--- src/rtl/mult8_sequencer.sv ---
// Control FSM for the signed shift-add multiplier: WIDTH add/shift iterations, subtract on the last.
// Optional MULT8_CLEAR_ON_RUN_EN adds a one-cycle CLR state that clears A/X on every start.
module mult8_sequencer #(
  parameter int unsigned WIDTH = 8
) (
  input  logic Clk,
  input  logic Reset,
  input  logic Run,
  input  logic ClearA_LoadB,
  input  logic M,
  output logic Clr_Ld,
  output logic Clear_AX,
  output logic Add,
  output logic Sub,
  output logic Shift,
  output logic Busy,
  output logic Done
);

  localparam int unsigned CW = (WIDTH > 1) ? $clog2(WIDTH) : 1;
  localparam logic [CW-1:0] LAST = CW'(WIDTH - 1);

`ifdef MULT8_CLEAR_ON_RUN_EN
  typedef enum logic [2:0] {IDLE, CLR, ADD, SHIFT, HOLD} state_t;
`else
  typedef enum logic [1:0] {IDLE, ADD, SHIFT, HOLD} state_t;
`endif

  state_t          state, next_state;
  logic [CW-1:0]   count, count_next;

  // State and iteration counter; reset wins over everything.
  always_ff @(posedge Clk) begin
    if (Reset) begin
      state <= IDLE;
      count <= '0;
    end else begin
      state <= next_state;
      count <= count_next;
    end
  end

  // Next-state and datapath strobe decode.
  always_comb begin
    next_state = state;
    count_next = count;
    Clr_Ld     = 1'b0;
    Clear_AX   = 1'b0;
    Add        = 1'b0;
    Sub        = 1'b0;
    Shift      = 1'b0;
    Busy       = 1'b0;
    Done       = 1'b0;
    case (state)
      IDLE: begin
        Clr_Ld = ClearA_LoadB;
        if (!ClearA_LoadB && Run) begin
          count_next = '0;
`ifdef MULT8_CLEAR_ON_RUN_EN
          next_state = CLR;
`else
          next_state = ADD;
`endif
        end
      end
`ifdef MULT8_CLEAR_ON_RUN_EN
      CLR: begin
        Busy       = 1'b1;
        Clear_AX   = 1'b1;
        next_state = ADD;
      end
`endif
      ADD: begin
        Busy = 1'b1;
        // Sign bit of B carries negative weight, hence subtract on the last iteration.
        if (M) begin
          if (count == LAST) Sub = 1'b1;
          else               Add = 1'b1;
        end
        next_state = SHIFT;
      end
      SHIFT: begin
        Busy  = 1'b1;
        Shift = 1'b1;
        if (count == LAST) begin
          next_state = HOLD;
        end else begin
          count_next = count + CW'(1);
          next_state = ADD;
        end
      end
      HOLD: begin
        Done = 1'b1;
        if (!Run) next_state = IDLE;
      end
      default: next_state = IDLE;
    endcase
  end

endmodule
--- config.mk ---
export PLATFORM = sky130hd
export DESIGN_NAME = mult8_sequencer
export DESIGN_NICKNAME = d
export VERILOG_FILES = /design/src/rtl/mult8_sequencer.sv
export SDC_FILE = /design/constraint.sdc
export NUM_CORES = 1
export LEC_CHECK = 0
export CAP_MARGIN = 5
export CORE_AREA = 2 2 39 41
export CTS_CLUSTER_SIZE = 40
export DETAILED_ROUTE_END_ITERATION = 12
export DIE_AREA = 0 0 41 43
export SETUP_SLACK_MARGIN = 0.1
export SLEW_MARGIN = 10
export SYNTH_ARGS = -nofsm -noshare
export SYNTH_HDL_FRONTEND = slang
export SYNTH_SLANG_ARGS = --single-unit
--- constraint.sdc ---
create_clock -name Clk -period 2.2 [get_ports Clk]
set_input_delay 0.33 -clock Clk [delete_from_list [all_inputs] [get_ports Clk]]
set_output_delay 0.33 -clock Clk [all_outputs]
set_load 0.1 [all_outputs]
==> flow_summary.ini <==
[final_layout]
register_area_um2 = 100
syn_to_final_growth_pct = 44.5
final_common_cell = ha_1
stdcell_area_um2 = 609
drive_gt1_share_pct = 22.8
nets = 71
antenna_cells = 0
multi_input_area_um2 = 304
nFillCells = 138
layout_common_cells = ha_1, dfxtp_1, buf_12, nand2b_1, clkdlybuf4s50_1

[synth]
synthTopCellsByArea = dfxtp_1, ha_1, mux2i_1
syn_area_per_cell_um2 = 9.37
synth_cell_types = 25
synth_top_area_cell = dfxtp_1
synth_warnings = 0
yosysSeqAreaShare_pct = 23.7
postSynthNetCount = 58
synth_area_um2 = 422
ys_ff_latch = 5
syn-instance-count = 45
synth.top_cell.area_share_pct = 23.7

[placement]
gp_congestion = 0.646
placed_area_um2 = 583
hpwlAfterDp_um = 628
io_buffers = 10

[worst_hold_path]
hold_class = reg2reg

[cts]
cts_tree = built
cts-hold-fix-buffers = 0
cts_setup_buffers = 0
cts.sinks = 5
numCtsBuffers = 3
root_buffer = clkbuf_4
clk_path_buf_depth = 2
cts_max_level = 1
clkTransAtPathRegs_ps = 50
post_cts_resized = 0
clock_latency_ps = 230

[floorplanning]
die_h_um = 43
start_util_pct = 30.5
die-width_um = 41
core_um2 = 1380
dieArea_um2 = 1760
row_count = 14
ios = 12

[pwr]
p_leak_uw = 0.000265
powerDensity_nw_per_um2 = 1260
ir_worst_vdd_mv = 0.538

[route]
ant_nets = 0
wl_per_cell_um = 10.5
drt-total-wl_um = 767
drt_iter0_drc = 2
vias = 346
drc = 0
avgViaCountPerCell = 4.74
first_pass_iters = 4

[global_route]
antenna_found_initial = 0
grt_pass1_vias = 309
grt.overflow.total = 0
grt_pass1_wl_um = 1190
grt_start_max_net_pins = 12
grt.total_usage_pct = 9.85

[timing]
setup_viol_count_final = 0
rsz0062_at_grt = false
fin_skew_ps = 2.46
hold_violations = 0
final.setup.tns_ps = 0
maxSlewViolCount = 0
min_period_ps = 1730
max_freq_ghz = 0.578
min_period_over_period_pct = 78.7

[setup_path]
cp-start-kind = register
worstPathRequired_ps = 1870
path_max_fanout = 7
crit_type = reg2out
crit_family = flip-flops
crit_chain = inv_1 > ha_1 > and2_1 > buf_12
critPathBufInv = 2
end_kind = primary output
critPathArrivalTime_ps = 1400
critPathMaxStageDelay_ps = 330
cpMaxStageDelayCell = dfxtp_1

[flow_run]
drv_cap = 0

[outcome]
status = finished clean
==> cell usage after synthesis, drive strengths merged <==
cell type	instances
a22o	1
mux2i	3
o21bai	1
or3	1
ha	8
a21o	1
inv	3
and2	2
a222oi	1
conb	1
nand2	1
nand3b	2
nand4b	1
and3	1
or4b	1
dfxtp	5
a21oi	1
clkbuf	1
nand2b	4
a211oi	1
buf	1
o32ai	1
nor2	2
o311ai	1
==> through the flow <==
step                total power (µW)  std cells  hold slack (ps)  utilization, %  setup slack (ps)
floorplan                        508         45              453               -               326
global route                     811         73              504            44.0               376
global placement                 666         69              466            42.1               505
finish                           767         73              489            44.0               468
CTS                              776         73              491            44.0               440
detailed placement               668         69              482            42.1               470
==> kinds of logic (layout without fill, tap and decap cells) <==
family	count (synthesis)	count (layout)	synth area share, %
and+or+nand+nor	15	15	22.9
adders and majority gates	8	8	23.7
AOI/OAI and AO/OA	8	8	16.3
DFF	5	5	23.7
buffers and inverters	5	17	5.34
muxes	3	3	7.12
other	1	1	0.889
==> power by group <==
group          internal, µW  total [µW]  switching [µW]
combinational           195         541             346
sequential              106         121            15.1
clock                  68.4         104            35.6
total                   370         767             397
==> layer usage <==
metal / part of all wire (%) / vias to the layer above / track usage, %
li1: - / 184 / -
met1: 48 / 155 / 11.6
met2: 47 / 7 / 15.6
met3: 5.0 / 0 / 1.57
met4: 0 / 0 / 6.00
met5: 0 / - / 0
==> sequential cells by signal (all words and copies together) (netlist names) <==
name / count
count: 3
state: 2
==> worst min-delay path, cell delays in order, from the launching register on <==
cell and delay, ps:
dfxtp_1 310, nand2b_1 60, mux2i_1 60
==> area by class of cell <==
cell class	count	area share (%)
multi-input cells	35	49.9
clock buffers	4	4.31
inverters	3	1.85
flip-flops and latches	5	16.4
well taps	16	3.29
repair buffers	10	24.2
==> path summary, 6_finish.rpt <==
path | slack [ps] | start | depth (start not counted) | endpoint
setup / recovery | 470 | state[0] | 4 | Clr_Ld
hold reg to reg | 490 | count[1] | 2 | count[1]
hold / removal | 490 | count[1] | 2 | count[1]
setup reg to reg | 600 | count[0] | 5 | count[0]
Power figures use the tool's default switching activity.
